$ cat src/rtl/ps2_pkg.sv
// Shared PS/2 definitions: FSM state encoding, error codes, common mouse
// command bytes, counter width and a parity helper. Used by the host
// transmitter and the mouse receive path.
package ps2_pkg;

   typedef enum logic [2:0] {
      ST_IDLE      = 3'd0,
      ST_INHIBIT   = 3'd1,
      ST_REQ       = 3'd2,
      ST_SHIFT     = 3'd3,
      ST_ACK       = 3'd4,
      ST_WAIT_IDLE = 3'd5
   } state_e;

   localparam logic [1:0] ERR_NONE     = 2'b00;
   localparam logic [1:0] ERR_START_TO = 2'b01;
   localparam logic [1:0] ERR_BIT_TO   = 2'b10;
   localparam logic [1:0] ERR_NO_ACK   = 2'b11;

   localparam logic [7:0] CMD_RESET    = 8'hFF;
   localparam logic [7:0] CMD_ENABLE   = 8'hF4;
   localparam logic [7:0] CMD_SET_RATE = 8'hF3;

   // Timeout / inhibit counters saturate at this width.
   localparam int CNT_W = 21;

   // PS/2 frames carry odd parity: the parity bit makes the total 1-count odd.
   function automatic logic odd_parity(input logic [7:0] d);
      return ~^d;
   endfunction

endpackage

$ cat src/rtl/ps2_host_tx_if.sv
// Command request / status bundle between a requester and ps2_host_tx.
//   tx_data/tx_valid : requester -> transmitter, byte taken on tx_valid & tx_ready
//   tx_ready         : transmitter idle
//   busy             : transaction in flight (receive path ignores the lines)
//   done / err       : one-cycle completion pulses
//   err_code         : reason for last err, holds until the next err
interface ps2_host_tx_if;
   logic [7:0] tx_data;
   logic       tx_valid;
   logic       tx_ready;
   logic       busy;
   logic       done;
   logic       err;
   logic [1:0] err_code;

   modport master (
      output tx_data, tx_valid,
      input  tx_ready, busy, done, err, err_code
   );

   modport slave (
      input  tx_data, tx_valid,
      output tx_ready, busy, done, err, err_code
   );
endinterface

$ cat src/rtl/ps2_line_sync.sv
// Two-flop synchronizer plus falling-edge detector for one raw PS/2 line.
//   clk, rst  : local clock, async active-low reset
//   line_in   : asynchronous line level
//   level     : synchronized level
//   fall      : one-cycle pulse when the synchronized level goes 1 -> 0
// Flops reset to 1 (idle bus level) so leaving reset never fakes an edge.
module ps2_line_sync (
   input  logic clk,
   input  logic rst,
   input  logic line_in,
   output logic level,
   output logic fall
);
   logic meta_q, meta_d;
   logic sync_q, sync_d;
   logic prev_q, prev_d;

   always_comb begin
      meta_d = line_in;
      sync_d = meta_q;
      prev_d = sync_q;
   end

   always_ff @(posedge clk or negedge rst) begin
      if (!rst) begin
         meta_q <= 1'b1;
         sync_q <= 1'b1;
         prev_q <= 1'b1;
      end else begin
         meta_q <= meta_d;
         sync_q <= sync_d;
         prev_q <= prev_d;
      end
   end

   assign level = sync_q;
   assign fall  = prev_q & ~sync_q;
endmodule

$ cat src/rtl/ps2_host_tx.sv
// PS/2 host-to-device transmitter: sends one command byte to the mouse over
// the shared open-drain ps2_clk/ps2_data lines.
//   clk, rst                  : mouse-domain clock, async active-low reset
//   tx (ps2_host_tx_if.slave) : byte request, ready/busy, done/err pulses
//   ps2_clk_in, ps2_data_in   : raw line levels (asynchronous)
//   ps2_clk_oe, ps2_data_oe   : 1 = pull the line low; 0 = release
// All outputs come straight from flops, so an async reset releases both
// lines immediately and no pulse can be emitted during reset.
module ps2_host_tx
   import ps2_pkg::*;
#(
   parameter int INHIBIT_CYCLES       = 10000,
   parameter int START_TIMEOUT_CYCLES = 1500000,
   parameter int BIT_TIMEOUT_CYCLES   = 20000
) (
   input  logic          clk,
   input  logic          rst,
   ps2_host_tx_if.slave  tx,
   input  logic          ps2_clk_in,
   input  logic          ps2_data_in,
   output logic          ps2_clk_oe,
   output logic          ps2_data_oe
);
   localparam logic [CNT_W-1:0] INH_LAST   = CNT_W'(INHIBIT_CYCLES - 1);
   localparam logic [CNT_W-1:0] INH_PENULT = CNT_W'(INHIBIT_CYCLES - 2);
   localparam logic [CNT_W-1:0] START_LAST = CNT_W'(START_TIMEOUT_CYCLES - 1);
   localparam logic [CNT_W-1:0] BIT_LAST   = CNT_W'(BIT_TIMEOUT_CYCLES - 1);

   logic clk_lvl, clk_fall;
   logic data_lvl, data_fall_unused;

   ps2_line_sync u_clk_sync (
      .clk     (clk),
      .rst     (rst),
      .line_in (ps2_clk_in),
      .level   (clk_lvl),
      .fall    (clk_fall)
   );

   ps2_line_sync u_data_sync (
      .clk     (clk),
      .rst     (rst),
      .line_in (ps2_data_in),
      .level   (data_lvl),
      .fall    (data_fall_unused)
   );

   state_e           state_q, state_d;
   logic [CNT_W-1:0] cnt_q, cnt_d;
   logic [3:0]       idx_q, idx_d;
   // {stop, parity, data[7:0]}, shifted right as each bit goes out.
   logic [9:0]       shift_q, shift_d;
   logic             clk_oe_q, clk_oe_d;
   logic             data_oe_q, data_oe_d;
   logic             tx_ready_q, tx_ready_d;
   logic             busy_q, busy_d;
   logic             done_q, done_d;
   logic             err_q, err_d;
   logic [1:0]       err_code_q, err_code_d;

   logic             fail;
   logic [1:0]       fail_code;
   logic             bit_to;

   always_comb begin
      state_d    = state_q;
      cnt_d      = (cnt_q == '1) ? cnt_q : cnt_q + 1'b1;
      idx_d      = idx_q;
      shift_d    = shift_q;
      clk_oe_d   = clk_oe_q;
      data_oe_d  = data_oe_q;
      tx_ready_d = tx_ready_q;
      busy_d     = busy_q;
      done_d     = 1'b0;
      err_d      = 1'b0;
      err_code_d = err_code_q;
      fail       = 1'b0;
      fail_code  = ERR_NONE;
      bit_to     = (cnt_q >= BIT_LAST);

      case (state_q)
         ST_IDLE: begin
            clk_oe_d   = 1'b0;
            data_oe_d  = 1'b0;
            busy_d     = 1'b0;
            // Comes back high one cycle after a done/err pulse.
            tx_ready_d = 1'b1;
            if (tx.tx_valid && tx_ready_q) begin
               shift_d    = {1'b1, odd_parity(tx.tx_data), tx.tx_data};
               state_d    = ST_INHIBIT;
               clk_oe_d   = 1'b1;
               tx_ready_d = 1'b0;
               busy_d     = 1'b1;
            end
         end

         // Device edges here are the host's own pull-down or a device losing
         // arbitration; either way they are ignored.
         ST_INHIBIT: begin
            if (cnt_q >= INH_LAST) begin
               state_d   = ST_REQ;
               clk_oe_d  = 1'b0;
               data_oe_d = 1'b1;
            end else if (cnt_q == INH_PENULT) begin
               // Start bit goes down during the last inhibit cycle.
               data_oe_d = 1'b1;
            end
         end

         // The first device falling edge already asks for data bit 0.
         ST_REQ: begin
            if (clk_fall) begin
               data_oe_d = ~shift_q[0];
               shift_d   = shift_q >> 1;
               idx_d     = 4'd0;
               state_d   = ST_SHIFT;
            end else if (cnt_q >= START_LAST) begin
               fail      = 1'b1;
               fail_code = ERR_START_TO;
            end
         end

         // idx_q is the index of the bit currently on the line.
         ST_SHIFT: begin
            if (clk_fall) begin
               data_oe_d = ~shift_q[0];
               shift_d   = shift_q >> 1;
               idx_d     = idx_q + 4'd1;
               cnt_d     = '0;
               if (idx_q == 4'd8) state_d = ST_ACK;
            end else if (bit_to) begin
               fail      = 1'b1;
               fail_code = ERR_BIT_TO;
            end
         end

         ST_ACK: begin
            if (clk_fall) begin
               if (!data_lvl) begin
                  state_d = ST_WAIT_IDLE;
               end else begin
                  fail      = 1'b1;
                  fail_code = ERR_NO_ACK;
               end
            end else if (bit_to) begin
               fail      = 1'b1;
               fail_code = ERR_BIT_TO;
            end
         end

         ST_WAIT_IDLE: begin
            if (clk_lvl && data_lvl) begin
               done_d     = 1'b1;
               state_d    = ST_IDLE;
               busy_d     = 1'b0;
               tx_ready_d = 1'b0;
            end else if (clk_fall) begin
               cnt_d = '0;
            end else if (bit_to) begin
               fail      = 1'b1;
               fail_code = ERR_BIT_TO;
            end
         end

         default: begin
            state_d   = ST_IDLE;
            clk_oe_d  = 1'b0;
            data_oe_d = 1'b0;
         end
      endcase

      if (fail) begin
         state_d    = ST_IDLE;
         clk_oe_d   = 1'b0;
         data_oe_d  = 1'b0;
         busy_d     = 1'b0;
         tx_ready_d = 1'b0;
         err_d      = 1'b1;
         err_code_d = fail_code;
      end

      if (state_d != state_q) cnt_d = '0;
   end

   always_ff @(posedge clk or negedge rst) begin
      if (!rst) begin
         state_q    <= ST_IDLE;
         cnt_q      <= '0;
         idx_q      <= '0;
         shift_q    <= '0;
         clk_oe_q   <= 1'b0;
         data_oe_q  <= 1'b0;
         tx_ready_q <= 1'b1;
         busy_q     <= 1'b0;
         done_q     <= 1'b0;
         err_q      <= 1'b0;
         err_code_q <= ERR_NONE;
      end else begin
         state_q    <= state_d;
         cnt_q      <= cnt_d;
         idx_q      <= idx_d;
         shift_q    <= shift_d;
         clk_oe_q   <= clk_oe_d;
         data_oe_q  <= data_oe_d;
         tx_ready_q <= tx_ready_d;
         busy_q     <= busy_d;
         done_q     <= done_d;
         err_q      <= err_d;
         err_code_q <= err_code_d;
      end
   end

   assign ps2_clk_oe  = clk_oe_q;
   assign ps2_data_oe = data_oe_q;
   assign tx.tx_ready = tx_ready_q;
   assign tx.busy     = busy_q;
   assign tx.done     = done_q;
   assign tx.err      = err_q;
   assign tx.err_code = err_code_q;
endmodule

$ cat src/flat_wrapper.sv
// flat-port wrapper written by rule: the top's interface ports become plain ports
module ps2_host_tx_flat import ps2_pkg::*;
#(
   parameter int INHIBIT_CYCLES       = 10000,
   parameter int START_TIMEOUT_CYCLES = 1500000,
   parameter int BIT_TIMEOUT_CYCLES   = 20000
)
  (clk, rst, ps2_clk_in, ps2_data_in, ps2_clk_oe, ps2_data_oe, tx_tx_data, tx_tx_valid, tx_tx_ready, tx_busy, tx_done, tx_err, tx_err_code);
  ps2_host_tx_if tx_i ();
  input  logic clk;
  input  logic rst;
  input  logic ps2_clk_in;
  input  logic ps2_data_in;
  output logic ps2_clk_oe;
  output logic ps2_data_oe;
  input wire logic [$bits(tx_i.tx_data)-1:0] tx_tx_data;
  input wire logic [$bits(tx_i.tx_valid)-1:0] tx_tx_valid;
  output wire logic [$bits(tx_i.tx_ready)-1:0] tx_tx_ready;
  output wire logic [$bits(tx_i.busy)-1:0] tx_busy;
  output wire logic [$bits(tx_i.done)-1:0] tx_done;
  output wire logic [$bits(tx_i.err)-1:0] tx_err;
  output wire logic [$bits(tx_i.err_code)-1:0] tx_err_code;
  assign tx_i.tx_data = tx_tx_data;
  assign tx_i.tx_valid = tx_tx_valid;
  assign tx_tx_ready = tx_i.tx_ready;
  assign tx_busy = tx_i.busy;
  assign tx_done = tx_i.done;
  assign tx_err = tx_i.err;
  assign tx_err_code = tx_i.err_code;
  ps2_host_tx #(.INHIBIT_CYCLES(INHIBIT_CYCLES), .START_TIMEOUT_CYCLES(START_TIMEOUT_CYCLES), .BIT_TIMEOUT_CYCLES(BIT_TIMEOUT_CYCLES)) u_core (.clk(clk), .rst(rst), .tx(tx_i), .ps2_clk_in(ps2_clk_in), .ps2_data_in(ps2_data_in), .ps2_clk_oe(ps2_clk_oe), .ps2_data_oe(ps2_data_oe));
endmodule
$ cat config.mk
export PLATFORM = sky130hd
export DESIGN_NAME = ps2_host_tx_flat
export DESIGN_NICKNAME = d
export VERILOG_FILES = /design/src/rtl/ps2_pkg.sv /design/src/rtl/ps2_host_tx_if.sv /design/src/rtl/ps2_line_sync.sv /design/src/rtl/ps2_host_tx.sv /design/src/flat_wrapper.sv
export SDC_FILE = /design/constraint.sdc
export NUM_CORES = 1
export LEC_CHECK = 0
export CORE_ASPECT_RATIO = 2
export CORE_MARGIN = 1.5
export CORE_UTILIZATION = 30
export CTS_BUF_LIST = sky130_fd_sc_hd__clkbuf_4
export CTS_CLUSTER_SIZE = 12
export DETAILED_ROUTE_END_ITERATION = 10
export GPL_ROUTABILITY_DRIVEN = 0
export PLACE_DENSITY = 0.48
export SLEW_MARGIN = 5
export SYNTH_ARGS = -nofsm -noshare
export SYNTH_HDL_FRONTEND = slang
export SYNTH_SLANG_ARGS = --single-unit
$ cat constraint.sdc
create_clock -name clk -period 2.91 [get_ports clk]
set_input_delay 0.291 -clock clk [delete_from_list [all_inputs] [get_ports clk]]
set_output_delay 0.291 -clock clk [all_outputs]
set_load 0.01 [all_outputs]
==> impl_metrics.toml, run 1 <==
[floorplanning]
core_area_um2 = 10000
die-area_um2 = 10900
initial_core_util = 0.306
die_y_um = 146
io_pins = 21
chipWidth_um = 74.5
core.rowCount = 52

[detailed_routing]
ant_nets = 0
vias_per_cell = 4.91
initialDrtViolationCount = 128
dr.pass1.iters = 4
post_drt_wl_per_cell_um = 15.5
drc = 0
wl_mm = 7.81
via_count = 2474

[sta]
rsz0062_at_grt = "no"
tightest_slew_ns = 0.740
finalSetupViolCount = 0
drv_slew = 0
skew_ns = 0.0119
maxSlewHeadroom = 0.507
setup_tns_ns = 0
max_freq_ghz = 0.384
min_period_ns = 2.60
finalCritPeriodShare = 0.894
hold_viol_final = 0

[pwr]
p_total_w = 0.00225
power.density_nw_per_um2 = 639
ir_drop_v = 0.000282
power.leakage_nw = 1.43

[synth]
synth_area_leaders = "dfrtp_1, nand2_1, xnor2_1, nor2_1, dfstp_2"
yosysWarningCount = 0
synth_nets = 364
synth-async-reset-ratio = 1.00
ys_ff_latch = 51
yosysMostFrequentCell = "nand2_1"
yosysSeqAreaShare = 0.419
ys.flop_type = "dfrtp_1"
yosys.area.top_type = "dfrtp_1"
syn_area_um2 = 3070
synth_edf_count = 0
synth_common_cells = "nand2_1, dfrtp_1, nor2_1, a21oi_1, xnor2_1"
yosys.area.top_type_share = 0.367
syn_inst = 344
ys_types = 54
avgSynthCellArea_um2 = 8.91

[place]
dp_hpwl_mm = 6.15
placed_cells = 494
numPortBuffers = 20

[critical_path]
r2r_start = "u_core.state_q[0]$_DFF_PN0_"
cpPeakStageDelay_ns = 0.64
cp_slowest_cell = "or4_2"
cp-start-kind = "flip-flop"
cp.arrival_ns = 2.90
crit_chain = "and3b_1, a21oi_1, or4_2, o22ai_2, or3_1, a21oi_2, buf_12, nor3b_1"
critical_path.max_fanout = 21
cp-startpoint = "u_core.state_q[0]$_DFF_PN0_"
worst-setup-path-type = "flip-flop to flip-flop"
crit_path_end_kind = "flip-flop"
critPathRequiredTime_ns = 3.21

[layout]
syn2layout_area_growth_pct = 14.8
seqCellArea_um2 = 1280
nFillCells = 1075
layoutNonFillerInstCount = 504
drive_above_1_share = 0.106
finalNetCount = 387
multiInputGateArea_um2 = 1630
final_core_util = 0.351

[clocking]
cts-root-buf = "clkbuf_4"
cts-buffers-inserted = 5
clock_sinks = 51
cts_buffer_depth = 2
cts_setup_buffers = 0
cts.clk_slew.worst_paths_ns = 0.14
post_cts_resized = 0
clk_latency_ns = 0.37
htreeDepth = 2
cts_tree = "yes"

[global_routing]
grt_pass1_vias = 2606
grt_max_degree = 32
grt.total_usage = 0.157
antenna_found_initial = 1
grt_overflow = 0
grt_pass1_wl_mm = 13.0

[run]
cap_violations = 0

[hold_path]
hold_path_class = "input pin to flip-flop"
hold_path.startpoint = "ps2_clk_in"

[outcome]
status = "finished, final reports clean"
## repair_timing
item,CTS,global route
endpoints found under the hold margin,29,0
endpoints found under the setup margin,0,0
hold buffers,1,0
## path summary, 6_finish.rpt
path                       slack, ns  cells past startpoint                                  end
setup / recovery                0.31                      8           u_core.cnt_q[20]$_DFF_PN0_
hold / removal                  0.30                      1   u_core.u_clk_sync.meta_q$_DFF_PN1_
setup reg to reg                0.31                      8           u_core.cnt_q[20]$_DFF_PN0_
hold reg to reg                 0.37                      0    u_core.u_clk_sync.level$_DFF_PN1_
max in group asynchronous       1.46                      4  u_core.u_data_sync.meta_q$_DFF_PN1_
min in group asynchronous       0.50                      2        u_core.shift_q[0]$_DFFE_PN0P_
## cells by family after synthesis
family | count (synthesis) | synth area share
XOR/XNOR | 25 | 0.0714
AO/OA/AOI/OAI | 61 | 0.135
flip-flops | 51 | 0.419
buffers and inverters | 28 | 0.0482
AND/OR/NAND/NOR | 161 | 0.262
multiplexers | 11 | 0.0363
adder cells (fa/ha/maj) | 7 | 0.0286
## sequential cells by signal, summed over array words and instances, names as in the netlist
name                       flops
u_core.cnt_q                  21
u_core.tx.done                 1
u_core.tx.tx_ready             1
u_core.u_clk_sync.meta_q       1
u_core.tx.err_code             2
u_core.u_data_sync.meta_q      1
u_core.u_clk_sync.prev_q       1
u_core.ps2_data_oe             1
u_core.state_q                 3
u_core.tx.err                  1
u_core.u_data_sync.level       1
u_core.u_clk_sync.level        1
u_core.idx_q                   4
u_core.shift_q                10
u_core.tx.busy                 1
u_core.ps2_clk_oe              1
## area by class of cell
cell class / instances / area share
Antenna cell: 1 / 0.000711
Timing Repair Buffer: 34 / 0.0896
Inverter: 10 / 0.0107
Sequential cell: 51 / 0.365
Clock inverter: 3 / 0.0110
Clock buffer: 5 / 0.0107
Multi-Input combinational cell: 265 / 0.464
Tap cell: 135 / 0.0480
## metal layers
metal / vias up / part of all wire / global-route usage / wire length [um]
li1: 1240 / - / - / -
met1: 1188 / 0.35 / 0.154 / 2750
met2: 28 / 0.58 / 0.300 / 4540
met3: 18 / 0.018 / 0.0194 / 141
met4: 0 / 0.049 / 0.0845 / 380
met5: - / 0 / 0 / 0
## critical path: cells and delay by family, from the launching register on
| family | cells | cell delay [ns] |
|---|---|---|
| flip-flops | 1 | 0.63 |
| AND/OR/NAND/NOR | 4 | 1.29 |
| AO/OA/AOI/OAI | 3 | 0.45 |
| buffers and inverters | 1 | 0.17 |
## report_power, final
group	switching [W]	internal, W
registers	0.000126	0.000852
clock network	0.000225	0.000177
logic	0.000489	0.000380
## placed cells by master, fill, tap and decap left out, types with 8 or more instances in the layout
master / n
nand2_1: 49
nor2_1: 45
dfrtp_1: 45
a21oi_1: 25
xnor2_1: 20
clkdlybuf4s50_1: 19
o21ai_0: 14
nand3_1: 13
buf_4: 12
mux2i_1: 10
inv_1: 10
nand4_1: 9
nor3_1: 8
## metrics by stage
| step | hold slack, ns | setup WS, ns | instance area (um^2) |
|---|---|---|---|
| 4_1_cts | 0.277 | 0.342 | 3520 |
| 2_1_floorplan | -0.00459 | 0.375 | 3070 |
| 3_5_place_dp | 0.352 | 0.378 | 3430 |
| 3_3_place_gp | 0.347 | 0.343 | 3430 |
| 5_1_grt | 0.281 | 0.0895 | 3520 |
| 6_report | 0.304 | 0.308 | 3520 |
(Power assumes the default switching activity.)
==> run 2: changes to the inputs <==
ABC_AREA = 1   (was default)
GPL_TIMING_DRIVEN = 0   (was default)
RECOVER_POWER = 100   (was default)
==> run 2 against run 1 <==
Compared with the run above: power down 19%; sequential power down 4.5%; clock skew is 0.019 ns higher; sequential share of layout area down 2.2 points; worst hold slack gained 0.064 ns; maximum frequency rose by 1.5%; worst setup slack improved by 0.038 ns; utilization down 0.65 points; largest cell class unchanged; largest power group unchanged.
==> impl_metrics.toml, run 2 <==
[critical_path]
path_buf_inv = 3
critical-path-top-delay-family = "simple AND/OR/NAND/NOR gates"
crit_top_cell = "nor2_1"
critPathRequiredTime_ns = 3.19
cp-start-kind = "flip-flop"
crit_chain = "inv_1, nand2_2, nor2_8, nor2_1, nor2_1, inv_1, clkbuf_1, o211ai_1, nor2_1"
cp.arrival_ns = 2.84
critical_path.max_fanout = 10
cp-startpoint = "u_core.state_q[2]$_DFF_PN0_"
cpPeakStageDelay_ns = 0.50
ff2ff_setup_slack_ns = 0.35
crit_path_end_kind = "flip-flop"
cp.depth = 9
worst-r2r-cell-count = 9
r2r_start = "u_core.state_q[2]$_DFF_PN0_"
cp_slowest_cell = "dfrtp_1"
worst-setup-path-type = "flip-flop to flip-flop"
endpoint = "u_core.cnt_q[11]$_DFF_PN0_"
rr_endpoint = "u_core.cnt_q[11]$_DFF_PN0_"

[floorplanning]
initial_core_util = 0.309
die-area_um2 = 11900
io_pins = 21
die_y_um = 153
chipWidth_um = 77.8
core.rowCount = 54
core_area_um2 = 10900

[synth]
synth_area_leaders = "dfrtp_1, nand2_1, nand3_1, nor2_1, dfstp_2"
yosys.area.top_type_share = 0.335
ys_ff_latch = 51
ys_types = 39
synth_common_cells = "nand2_1, nor2_1, dfrtp_1, nand3_1, inv_1"
syn_inst = 458
ys.flop_type = "dfrtp_1"
yosysSeqAreaShare = 0.382
yosysWarningCount = 0
yosys.area.top_type = "dfrtp_1"
yosysMostFrequentCell = "nand2_1"
synth_edf_count = 0
avgSynthCellArea_um2 = 7.34
synth-async-reset-ratio = 1.00
synth_nets = 478
syn_area_um2 = 3360

[sta]
drv_slew = 0
max_freq_ghz = 0.390
setup_tns_ns = 0
skew_ns = 0.0305
tightest_slew_ns = 1.18
maxSlewHeadroom = 0.212
fin_ws_ns = 0.346
min_period_ns = 2.56
hold_viol_final = 0
rsz0062_at_grt = "no"
finalCritPeriodShare = 0.881
finalSetupViolCount = 0
whs_ns = 0.368

[layout]
finalNetCount = 507
layoutNonFillerInstCount = 628
reg_top3 = "u_core.cnt_q (21), u_core.shift_q (10), u_core.idx_q (4)"
final_cell_mix = "nand2_1, nor2_1, dfrtp_1"
syn2layout_area_growth_pct = 11.5
final_common_cell = "nand2_1"
drive_above_1_share = 0.119
multiInputGateArea_um2 = 1760
diodes = 0
largest-register = "u_core.cnt_q"
final_core_util = 0.345
largest_register_ffs = 21
nFillCells = 1213
seqCellArea_um2 = 1280

[detailed_routing]
post_drt_wl_per_cell_um = 15.3
dr.pass1.iters = 4
wl_mm = 9.60
initialDrtViolationCount = 138
vias_per_cell = 4.94
drc = 0
ant_nets = 0
via_count = 3102

[place]
post-place-ws_ns = 0.439
dp_hpwl_mm = 7.82
placed_cells = 619
numPortBuffers = 20

[global_routing]
grt_pass1_wl_mm = 15.1
antenna_found_initial = 0
grt_overflow = 0
grt.total_usage = 0.167
grt_pass1_vias = 3139
grt_max_degree = 32

[pwr]
power.density_nw_per_um2 = 488
power.leakage_nw = 1.75
ir_drop_v = 0.000258

[clocking]
cts_tree = "yes"
clk_latency_ns = 0.40
clock_sinks = 51
cts_buffer_depth = 2
cts-buffers-inserted = 5
cts-root-buf = "clkbuf_4"
post_cts_resized = 0
htreeDepth = 2
cts.clk_slew.worst_paths_ns = 0.14

[hold_path]
min_path_cells = 0
hold_path_class = "flip-flop to flip-flop"

[outcome]
status = "finished, final reports clean"

[run]
cap_violations = 0
## run 2: cell types whose count changed after synthesis, moves of 7 or more
cell | before | now
nand2_1 | 49 | 111
nand3_1 | 13 | 38
nor2_2 | 0 | 24
inv_1 | 10 | 33
a21oi_1 | 25 | 7
inv_2 | 0 | 17
xnor2_1 | 20 | 7
a31oi_1 | 1 | 11
mux2i_1 | 10 | 0
and3_1 | 7 | 0
o211ai_1 | 1 | 8
## run 2: how the worst min path moves through the flow
stage	startpoint	end	slack, ns
6_report	u_core.u_data_sync.meta_q$_DFF_PN1_	u_core.u_data_sync.level$_DFF_PN1_	0.37
5_1_grt	u_core.u_data_sync.meta_q$_DFF_PN1_	u_core.u_data_sync.level$_DFF_PN1_	0.38
4_1_cts	ps2_data_in	u_core.u_data_sync.meta_q$_DFF_PN1_	0.28
3_5_place_dp	rst	u_core.cnt_q[3]$_DFF_PN0_	0.30
3_3_place_gp	u_core.u_clk_sync.meta_q$_DFF_PN1_	u_core.u_clk_sync.level$_DFF_PN1_	0.35
2_1_floorplan	rst	u_core.cnt_q[0]$_DFF_PN0_	-0.005
## run 2: logic make-up after synthesis
kind of cell,synth area share
AND/OR/NAND/NOR,0.376
buffers and inverters,0.0797
AO/OA/AOI/OAI,0.100
flip-flops,0.382
XOR/XNOR,0.0365
adder cells (fa/ha/maj),0.0261
## run 2: metal layers
layer,vias up,wire [um],share of wire,track usage
li1,1543,-,-,-
met1,1439,3120,0.32,0.138
met2,85,5660,0.59,0.349
met3,35,210,0.022,0.0156
met4,0,617,0.064,0.106
met5,-,0,0,0
## run 2: per-stage QoR
| stage | area [um^2] | total power, W |
|---|---|---|
| floorplan | 3360 | 0.00135 |
| global placement | 3740 | 0.00154 |
| detailed placement | 3750 | 0.00155 |
| CTS | 3820 | 0.00191 |
| global route | 3750 | 0.00196 |
| finish | 3750 | 0.00183 |
## run 2: area by class of cell
cell class	instances	share of cell area
timing repair buffer	22	0.0557
tap	140	0.0467
clock inverter	1	0.00134
multi-input combinational	342	0.469
sequential	51	0.342
inverter	52	0.0521
clock buffer	7	0.0140
buffer	13	0.0190
## run 2: repair_timing
item,CTS,global route
setup buffers,0,0
hold endpoints to repair,19,0
hold buffers,1,0
## run 2: power by group
group          leakage, nW  internal [W]  switching (W)
sequential           0.646      0.000841      0.0000923
clock               0.0361      0.000113       0.000236
combinational         1.07      0.000228       0.000320
==> run 3: changes to the inputs <==
ABC_AREA = default   (was 1)
==> run 3 against run 2 <==
Compared with the run above: the flow now finishes with violations (max-capacitance violations, max-slew violations); cell count fell by 18%; register-to-register slack worse by 0.20 ns; sequential power rose by 2.4%; cell area decreased by 5.9%; worst hold slack worse by 0.0097 ns; non-clock buffer count up 7; clock power about the same; clock skew fell by 0.013 ns; critical path type unchanged; largest cell class unchanged; largest power group unchanged.
==> impl_metrics.toml, run 3 (synthesized netlist as in run 1, its figures left out) <==
[critical_path]
worst-r2r-cell-count = 11
path_buf_inv = 5
ff2ff_setup_slack_ns = 0.15
cp.arrival_ns = 3.07
rr_endpoint = "u_core.cnt_q[13]$_DFF_PN0_"
worst-setup-path-type = "flip-flop to flip-flop"
critPathRequiredTime_ns = 3.22
cp-start-kind = "flip-flop"
r2r_start = "u_core.state_q[1]$_DFF_PN0_"
critical-path-top-delay-family = "simple AND/OR/NAND/NOR gates"
crit_chain = "buf_4, inv_1, ha_1, or4_2, o22ai_2, buf_6, a211oi_1, a21oi_2, buf_4, buf_6, nor2_1"
cpPeakStageDelay_ns = 0.71
critical_path.max_fanout = 10
cp_slowest_cell = "or4_2"
crit_path_end_kind = "flip-flop"
cp.depth = 11

[clocking]
htreeDepth = 2
cts_tree = "yes"
cts_buffer_depth = 2
clk_latency_ns = 0.41
cts.clk_slew.worst_paths_ns = 0.16
cts-root-buf = "clkbuf_4"
clock_sinks = 51
cts-buffers-inserted = 5

[global_routing]
grt.busiest_layer = "met2"
grt_overflow = 0
grt_util_met3 = 0.0222
grt_max_degree = 28
grt_use_met1 = 0.162
antenna_found_initial = 1
grt_pass1_wl_mm = 13.6
grt_use_met2 = 0.309
grt.total_usage = 0.164
grt_pass1_vias = 2697

[floorplanning]
chipWidth_um = 74.5
core.rowCount = 52
core_area_um2 = 10000
die-area_um2 = 10900
initial_core_util = 0.306
die_y_um = 146
io_pins = 21

[layout]
final_common_cell = "nand2_1"
largest_register_ffs = 21
reg_top3 = "u_core.cnt_q (21), u_core.shift_q (10), u_core.idx_q (4)"
largest-register = "u_core.cnt_q"
syn2layout_area_growth_pct = 15.1
drive_above_1_share = 0.106
finalNetCount = 395
final_cell_mix = "nand2_1, nor2_1, dfrtp_1"

[detailed_routing]
wl_mm = 8.19
dr.pass1.iters = 4
drc = 0
via_count = 2592
initialDrtViolationCount = 132
vias_per_cell = 5.06
post_drt_wl_per_cell_um = 16.0
ant_nets = 0

[pwr]
clkPwrFrac = 0.157
p_comb_frac = 0.415
intPower_w = 0.00134
power.switching_w = 0.000897
ir_drop_v = 0.000298
power.leakage_nw = 1.44
pwr-share-seq = 0.428
power.density_nw_per_um2 = 633
power.share.switching = 0.402

[hold_path]
hold_path_class = "flip-flop to flip-flop"
min_path_cells = 0
hold_path.startpoint = "u_core.u_data_sync.meta_q$_DFF_PN1_"
hold_end = "u_core.u_data_sync.level$_DFF_PN1_"

[sta]
finalSetupViolCount = 0
min_period_ns = 2.76
drv_slew = 28
hold_viol_final = 0
skew_ns = 0.0175
rsz0062_at_grt = "no"
max_freq_ghz = 0.362
finalCritPeriodShare = 0.950
tightest_slew_ns = 1.52
maxSlewHeadroom = -0.0166
fin_ws_ns = 0.147
whs_ns = 0.359

[outcome]
status = "complete, but fails checks"
violations = "max-capacitance violations, max-slew violations"

[place]
dp_hpwl_mm = 6.28
numPortBuffers = 20
post-place-ws_ns = -0.0178

[run]
cap_violations = 1
-- run 3: changes by cell type in the layout (fill, tap and decap cells not counted), moves of 5 or more --
cell      previous run  this run
a31oi_1             11         1
inv_1               37        10
and3_1               0         7
nor2_2               7         0
nor2_1              67        45
o21ai_0             20        15
o211ai_1             8         1
mux2i_1              0        10
a21oi_1              7        24
xnor2_1              7        20
nand2_1            113        49
nand3_1             38        13
inv_2               13         0
-- run 3: worst register-to-register path, stage by stage (launching register included) --
cell and delay, ns:
dfrtp_2 0.44, buf_4 0.18, inv_1 0.09, ha_1 0.34
or4_2 0.71, o22ai_2 0.17, buf_6 0.18, a211oi_1 0.07
a21oi_2 0.15, buf_4 0.15, buf_6 0.14, nor2_1 0.05
-- run 3: worst max-delay path by stage --
stage / endpoint / slack (ns) / startpoint
finish: u_core.cnt_q[13]$_DFF_PN0_ / 0.15 / u_core.state_q[1]$_DFF_PN0_
global route: u_core.cnt_q[13]$_DFF_PN0_ / 0.02 / u_core.state_q[1]$_DFF_PN0_
CTS: u_core.cnt_q[13]$_DFF_PN0_ / 0.008 / u_core.state_q[1]$_DFF_PN0_
detailed placement: u_core.cnt_q[5]$_DFF_PN0_ / -0.02 / u_core.state_q[1]$_DFF_PN0_
global placement: u_core.state_q[2]$_DFF_PN0_ / -0.17 / rst
floorplan: u_core.cnt_q[16]$_DFF_PN0_ / 0.37 / u_core.state_q[1]$_DFF_PN0_
-- run 3: final cells by class --
class	count	area [um^2]
Antenna cell	1	2.50
Buffer	17	109
Clock buffer	5	37.5
Clock inverter	3	18.8
Fill cell	1105	6490
Inverter	10	37.5
Multi-Input combinational cell	265	1640
Sequential cell	51	1280
Tap cell	135	169
Timing Repair Buffer	25	231
-- run 3: metrics by stage --
step	total power, W	instance area [um^2]	utilization	cells	setup TNS, ns
after floorplan	0.00157	3070	-	344	0
after global placement	0.00188	3430	0.343	499	-7.31
after detailed placement	0.00189	3450	0.344	500	-0.138
after CTS	0.00228	3530	0.352	511	0
after global routing	0.00241	3530	0.352	512	0
final	0.00223	3530	0.352	512	0
-- run 3: power by group through the flow --
stage / Sequential [W] / Combinational (W) / Clock [W]
6_report: 0.000956 / 0.000926 / 0.000351
5_1_grt: 0.000977 / 0.00105 / 0.000390
4_1_cts: 0.000962 / 0.000945 / 0.000368
3_5_place_dp: 0.000976 / 0.000911 / 0
3_3_place_gp: 0.000973 / 0.000905 / 0
2_1_floorplan: 0.000957 / 0.000614 / 0
-- run 3: what timing repair did --
action                                  in CTS  in global routing
endpoints found under the hold margin       25                  0
gates resized for setup                      0                  4
setup buffers                                2                  1
hold buffers                                 1                  0
endpoints found under the setup margin      20                 30
-- run 3: metal layers --
layer,wire (um),vias to the layer above
li1,-,1260
met1,2850,1256
met2,4740,54
met3,186,22
met4,410,0
met5,0,-
